`src/rtl/mema_skew_pingpong.sv`:
```
// Ping-pong A-tile buffer feeding a systolic array with a diagonal skew.
// One bank loads by rows while the other streams, optionally transposed.
module mema_skew_pingpong #(
    parameter int BITS_AB = 8,
    parameter int DIM     = 8
) (
    input  logic                             clk,
    input  logic                             rst_n,
    input  logic                             en,
    input  logic                             wr_en,
    input  logic [$clog2(DIM)-1:0]           wr_row,
    input  logic [DIM-1:0][BITS_AB-1:0]      wr_data,
    input  logic                             wr_commit,
    input  logic                             wr_transpose,
    output logic                             wr_ready,
    output logic [DIM-1:0][BITS_AB-1:0]      Aout,
    output logic                             a_valid,
    output logic                             tile_done,
    output logic                             overflow,
    output logic                             busy
);

    localparam int KW = $clog2(2*DIM-1);
    localparam logic [KW-1:0] KLAST = KW'(2*DIM-2);

    typedef enum logic {IDLE, STREAM} state_t;

    state_t                      state_q, state_d;
    logic [KW-1:0]               k_q, k_d;
    logic                        wr_ptr_q, wr_ptr_d;
    logic                        rd_ptr_q, rd_ptr_d;
    logic [1:0]                  full_q, full_d;
    logic [1:0]                  mode_q, mode_d;
    logic                        ovf_q, ovf_d;
    logic                        a_valid_q, a_valid_d;
    logic                        done_q, done_d;
    logic [DIM-1:0][BITS_AB-1:0] aout_q, aout_d;
    logic [DIM-1:0][BITS_AB-1:0] lane;
    logic                        wr_fire, commit_fire, last_step;

    logic [BITS_AB-1:0] bank_q [2][DIM][DIM];

    assign wr_ready    = !full_q[wr_ptr_q];
    assign wr_fire     = wr_en & wr_ready;
    assign commit_fire = wr_commit & wr_ready;

    assign Aout      = aout_q;
    assign a_valid   = a_valid_q;
    assign tile_done = done_q;
    assign overflow  = ovf_q;
    assign busy      = (state_q == STREAM);

    // Tile storage is deliberately left unreset.
    always_ff @(posedge clk) begin
        if (wr_fire) begin
            for (int c = 0; c < DIM; c++) begin
                bank_q[wr_ptr_q][wr_row][c] <= wr_data[c];
            end
        end
    end

    // Lane i at step k carries element r = k - i of its row/column.
    always_comb begin
        lane = '0;
        for (int i = 0; i < DIM; i++) begin
            for (int r = 0; r < DIM; r++) begin
                if (k_q == KW'(i + r)) begin
                    lane[i] = mode_q[rd_ptr_q] ? bank_q[rd_ptr_q][r][i]
                                               : bank_q[rd_ptr_q][i][r];
                end
            end
        end
    end

    always_ff @(posedge clk or negedge rst_n) begin
        if (!rst_n) begin
            state_q   <= IDLE;
            k_q       <= '0;
            wr_ptr_q  <= 1'b0;
            rd_ptr_q  <= 1'b0;
            full_q    <= '0;
            mode_q    <= '0;
            ovf_q     <= 1'b0;
            a_valid_q <= 1'b0;
            done_q    <= 1'b0;
            aout_q    <= '0;
        end else begin
            state_q   <= state_d;
            k_q       <= k_d;
            wr_ptr_q  <= wr_ptr_d;
            rd_ptr_q  <= rd_ptr_d;
            full_q    <= full_d;
            mode_q    <= mode_d;
            ovf_q     <= ovf_d;
            a_valid_q <= a_valid_d;
            done_q    <= done_d;
            aout_q    <= aout_d;
        end
    end

    always_comb begin
        state_d   = state_q;
        k_d       = k_q;
        last_step = 1'b0;
        unique case (state_q)
            IDLE: begin
                if (en && full_q[rd_ptr_q]) begin
                    state_d = STREAM;
                    k_d     = '0;
                end
            end
            STREAM: begin
                if (en) begin
                    if (k_q == KLAST) begin
                        last_step = 1'b1;
                        k_d       = '0;
                        // Zero-bubble chaining only if the other tile is already full.
                        state_d   = full_q[~rd_ptr_q] ? STREAM : IDLE;
                    end else begin
                        k_d = k_q + KW'(1);
                    end
                end
            end
            default: state_d = IDLE;
        endcase
    end

    always_comb begin
        aout_d    = aout_q;
        a_valid_d = 1'b0;
        done_d    = 1'b0;
        full_d    = full_q;
        mode_d    = mode_q;
        wr_ptr_d  = wr_ptr_q;
        rd_ptr_d  = rd_ptr_q;
        ovf_d     = ovf_q | ((wr_en | wr_commit) & ~wr_ready);
        if (state_q == STREAM && en) begin
            aout_d    = lane;
            a_valid_d = 1'b1;
        end
        if (last_step) begin
            done_d           = 1'b1;
            full_d[rd_ptr_q] = 1'b0;
            rd_ptr_d         = ~rd_ptr_q;
        end
        if (commit_fire) begin
            full_d[wr_ptr_q] = 1'b1;
            mode_d[wr_ptr_q] = wr_transpose;
            wr_ptr_d         = ~wr_ptr_q;
        end
    end

endmodule
```
`config.mk`:
```
export PLATFORM = sky130hd
export DESIGN_NAME = mema_skew_pingpong
export DESIGN_NICKNAME = d
export VERILOG_FILES = /design/src/rtl/mema_skew_pingpong.sv
export SDC_FILE = /design/constraint.sdc
export NUM_CORES = 2
export LEC_CHECK = 0
export ABC_CLOCK_PERIOD_IN_PS = 22200
export CORE_AREA = 2 2 422 424
export DETAILED_ROUTE_END_ITERATION = 8
export DIE_AREA = 0 0 424 426
export DONT_BUFFER_PORTS = 1
export SYNTH_ARGS = -nofsm -noshare
export SYNTH_HDL_FRONTEND = slang
export SYNTH_SLANG_ARGS = --single-unit
```
`constraint.sdc`:
```
create_clock -name clk -period 22.2 [get_ports clk]
set_input_delay 3.33 -clock clk [delete_from_list [all_inputs] [get_ports clk]]
set_output_delay 3.33 -clock clk [all_outputs]
set_load 0.02 [all_outputs]
```
Yosys cells after proc, flatten, opt, wreduce, memory -nomap -nowiden:

Memory sizes are Yosys's and may differ from the RTL's.
Cells that the tools add are included.

* $lt $le $gt $ge: 7
* add/sub/neg operators: 1
* bitwise logic cells: 3596
* equality and inequality tests: 16
* reduce and logical (&&, ||, !) cells: 8
* muxes and demuxes: 3758

Operators by type and width (count)
* 2-to-1 mux 512 bit: 8
* 2-to-1 mux 1 bit: 3604
* OR 1 bit: 3586
* demux 64 bit (select 3 bit): 8
* 2-to-1 mux 8 bit: 121
* 2-to-1 mux 64 bit: 1
* 2-to-1 mux 56 bit: 1
* 2-to-1 mux 48 bit: 1
* 2-to-1 mux 40 bit: 1
* 2-to-1 mux 32 bit: 1
* == test 4 bit (second input constant): 7
* 2-to-1 mux 24 bit: 1
* == test 4 x 3 -> 1 bit (second input constant): 4
* 2-to-1 mux 16 bit: 1
* 2-to-1 mux 4 bit: 3
* == test 4 x 2 -> 1 bit (second input constant): 2
* case mux 4 bit (2 select lines): 1
* less-than comparator 1 x 2 -> 1 bit (second input constant): 3
* logical AND 1 bit: 5
* adder 4 x 1 -> 4 bit (second input constant): 1
* == test 4 x 1 -> 1 bit (second input constant): 1
* >= comparator 4 bit (second input constant): 1
* zero test 4 bit: 1
* less-than comparator 4 x 1 -> 1 bit (second input constant): 1
* 14 further kinds: 22

* word-level logic and storage cells: 7404
* output and inout bits: 69
* memories: 1
* memory bits (writable): 1024
* flip-flop bits (word level): 78
* input bits: 73

Memories
* bank_q: words 2, width 512, rd ports 1, clocked after memory_dff 0, wr ports 1, line 41 `logic [BITS_AB-1:0] bank_q [2][DIM][DIM];`

Depth between registers and ports, before layout:

* depth after elaboration: 13
* depth in mapped cells: 11
* mapped depth without buffers: 6

Least setup slack after synthesis:

OpenSTA, ideal clock, no wires.

* path type: input port to flip-flop
* start point: input wr_en
* end point: memory bank_q[0][384] (netlist name), enable pin
* data required time: 21549 ps
* slack: 11898 ps
* data arrival time: 9651 ps
* path buffers: 0
* cell stages on the path: 2
* setup time: 651 ps
* path through: nand3_1 nor4_1

* word-level cells in the longest chain between the ends: 10
* elaborated cells between the ends (all ways): 17
* those cells by class: mux (9); bitwise (8)

RTL lines
* from (decl): line 10 `input logic wr_en,`
* AND 1 bit (*): line 44 `assign wr_fire = wr_en & wr_ready;`
* 2-to-1 mux 1 bit (*): line 55 `if (wr_fire) begin`
* 2-to-1 mux 512 bit (not written as such): line 57 `bank_q[wr_ptr_q][wr_row][c] <= wr_data[c];`
* OR 1 bit (no source line) (6 in a row)
* OR 1 bit (no source line) (*)
* to (decl): line 41

Every way passes the cells marked *; elsewhere a longest branch is shown, timed or not.

Worst setup path in the final report:

* start point: register wr_ptr_q
* end point: output wr_ready

* word-level cells in the longest chain between the ends: 3

RTL lines
* from (decl): line 30 `logic wr_ptr_q, wr_ptr_d;`
* from (signal assigned): line 90 `wr_ptr_q <= wr_ptr_d;`
* 2-to-1 mux 1 bit (not written as such) (2 in a row): line 43 `assign wr_ready = !full_q[wr_ptr_q];`
* zero test 1 bit: line 43
* to (decl): line 15 `output logic wr_ready,`

Every way passes these cells. The select of a mux whose other input is x is not followed.

==> reports/qor.yml <==
clock_tree:
  post_cts.repair.setup_buffers: 0
  clk_latency_ps: 740
  cts_sinks: 1102
  postCtsResizedCells: 0
  clk_transition_reported_paths_ps: 60
  htree_levels: 3
  cts_tree: "done"
  cts_hold_buffers: 0
  root_buffer: "clkbuf_16"
  cts_buffers: 118
  clock_path_buffers: 3
hold_path:
  whs_path_depth: 2
  hold_path_end: "full_q[1]"
  hp-class: "register to register"
  hp-start: "full_q[1]"
setup_path:
  slowest_stage: "mux2i_1"
  rr_startpoint: "mode_q[1]"
  worstPathRequired_ps: 18870
  cp_data_arrival_time_ps: 2330
  crit_fanout: 20
  r2r_cells: 8
  cp-start-kind: "register"
  cpPeakStageDelay_ps: 930
  path_class: "register to output pin"
  worst_setup_path_end_kind: "output pin"
  crit_path_cell_trace: "buf_4 > mux2i_1"
  r2r_slack_ps: 17030
  r2r-end: "Aout[31]"
logic_synthesis:
  async_reset_ff_share_pct: 7.08
  synth_nets: 4262
  ys_ff_latch: 1102
  yosysWarnings: 0
  synth_flop_cell: "edfxtp_1"
  synth_edf_count: 1024
  avgSynthCellArea_um2: 13.0
  synthCells: 4189
  synth_seq_area_share_pct: 60.3
  syn_area_mm2: 0.0543
  synthDistinctLibCells: 65
route:
  drc_errors: 0
  ant_nets: 0
  avgRoutedWirePerCell_um: 32.3
  via_per_inst: 5.85
  drtIter0Drc: 5155
  drt_wl_total_um: 208000
  firstDrtPassIters: 7
  vias: 37717
placed_design:
  dp_hpwl_um: 139000
  routabilityCongestion: 0.884
  io_buffers: 0
timing:
  rsz0062_at_grt: "false"
  setup-tns-final_ps: 0
  min_period_over_period_pct: 25.5
  drv_slew: 0
  timing.fmax_ghz: 0.177
  final-setup-viol-count: 0
  hold_viol: 0
  tightest_slew_ps: 1330
  period_needed_ps: 5660
  fin_skew_ps: 32.1
  whs_ps: 597
  maxSlewHeadroom_pct: 8.72
floorplan:
  io_pins: 142
  dieArea_mm2: 0.181
  start_util_pct: 30.9
  fp.dieW_um: 424
  die_h_um: 426
  num_rows: 154
  core_mm2: 0.176
final_layout:
  synthToLayoutAreaGrowth_pct: 10.2
  fin_util_pct: 34.0
  drive_above_1_share_pct: 13.0
  final_nets: 4077
  fillers: 17064
  layout_common_cells: "edfxtp_1, nand2_1, mux2i_1, a21o_1, a21oi_1"
  final_common_cell: "edfxtp_1"
global_route:
  grt_pass1_vias: 36201
  gr-total-overflow: 0
  grt_pass1_wl_um: 287000
  grt_max_degree: 132
  grt_use_total_pct: 22.5
  antenna_found_initial: 11
power:
  vdd_drop_max_mv: 0.0814
  p_leak_uw: 0.0205
  p_per_area_mw_per_mm2: 115
run_status:
  status: "complete, no violations"
flow_run:
  max_cap_violations: 0
final cells by class:
class                   count  area, um^2  area share (%)
well taps                2340        2930            4.89
repair buffers             86         708            1.18
multi-input cells        2693       19700            32.9
clock inverters            71         624            1.04
clock buffers             151        3130            5.23
flip-flops and latches   1102       32700            54.7
inverters                   3        12.5          0.0209
diodes                      5        12.5          0.0209
worst max-delay path, delay by kind of cell, from the launching register on:
family / cells / cell delay (ps)
multiplexers: 1 / 930
buffers and inverters: 1 / 350
flip-flops: 1 / 330
where the power goes:
| part | internal [uW] | switching, uW | total, uW |
|---|---|---|---|
| logic | 835 | 1470 | 2300 |
| registers | 2380 | 276 | 2650 |
| clock network | 1100 | 853 | 1950 |
sequential cells by signal, indices dropped and copies added, names as in the netlist:
name and cells:
Aout 64, busy 1, mode_q 2, a_valid 1
full_q 2, bank_q 1024, overflow 1, tile_done 1
rd_ptr_q 1, wr_ptr_q 1, k_q 4
logic make-up (layout without fill, tap and decap cells):
kind of cell | count (synthesis) | after routing | synth area share (%)
mux | 594 | 594 | 14.7
other cells | 0 | 5 | 0
flops | 1102 | 1102 | 60.3
buf+inv | 394 | 311 | 3.85
xor+xnor | 1 | 1 | 0.0161
compound gates | 903 | 903 | 11.7
simple gates | 1195 | 1195 | 9.40
synth_stat cells (all sizes together) (6+ instances only):
| cell type | number | area share [%] |
|---|---|---|
| clkbuf | 131 | 0.92 |
| a22oi | 11 | 0.15 |
| edfxtp | 1024 | 57 |
| a21oi | 168 | 1.5 |
| and2 | 13 | 0.15 |
| a221o | 7 | 0.13 |
| or4 | 7 | 0.097 |
| nand4 | 9 | 0.10 |
| o221ai | 16 | 0.26 |
| o2111ai | 21 | 0.34 |
| nor4 | 22 | 0.25 |
| nand2 | 851 | 5.9 |
| mux2i | 366 | 6.8 |
| nor3 | 9 | 0.083 |
| o211ai | 38 | 0.53 |
| nand2b | 10 | 0.12 |
| a221oi | 14 | 0.23 |
| nand3 | 40 | 0.38 |
| a31oi | 27 | 0.31 |
| a22o | 15 | 0.24 |
| o41ai | 8 | 0.13 |
| o31a | 7 | 0.11 |
| a211oi | 156 | 2.2 |
| mux4 | 153 | 6.4 |
| buf | 260 | 2.9 |
| dfrtp | 78 | 3.6 |
| o21ai | 58 | 0.54 |
| or3 | 9 | 0.10 |
| a2111oi | 25 | 0.48 |
| a32oi | 19 | 0.31 |
| a21o | 224 | 3.1 |
| a41oi | 6 | 0.097 |
| a211o | 8 | 0.13 |
| o22ai | 53 | 0.61 |
| nor2b | 113 | 1.3 |
| o22a | 11 | 0.18 |
| nor2 | 98 | 0.68 |
| mux2 | 75 | 1.6 |
stage by stage:
stage	setup slack (ps)	area [um^2]	instances	power (uW)
floorplan	11900	54300	4189	4200
finish	16540	59800	6451	6910
global route	16530	59800	6448	7100
detailed placement	15860	56000	6224	4960
CTS	16520	59800	6446	6870
global placement	15880	56000	6224	4930
layer usage:
metal / vias up / part of all wire, % / track usage [%]
met5: - / 0.0062 / 0
met4: 2 / 5.8 / 11.8
met3: 433 / 11 / 5.81
met2: 2269 / 47 / 36.2
met1: 19396 / 36 / 27.7
li1: 15617 / - / -
worst max-delay path by stage:
stage                   from        endpoint  depth (start not counted)
finish              wr_ptr_q        wr_ready                          2
global route        wr_ptr_q        wr_ready                          2
CTS                 wr_ptr_q        wr_ready                          2
detailed placement     wr_en  bank_q[1][489]                          6
global placement       wr_en  bank_q[1][489]                          6
floorplan              wr_en  bank_q[0][384]                          2
Power figures use the tool's default switching activity.
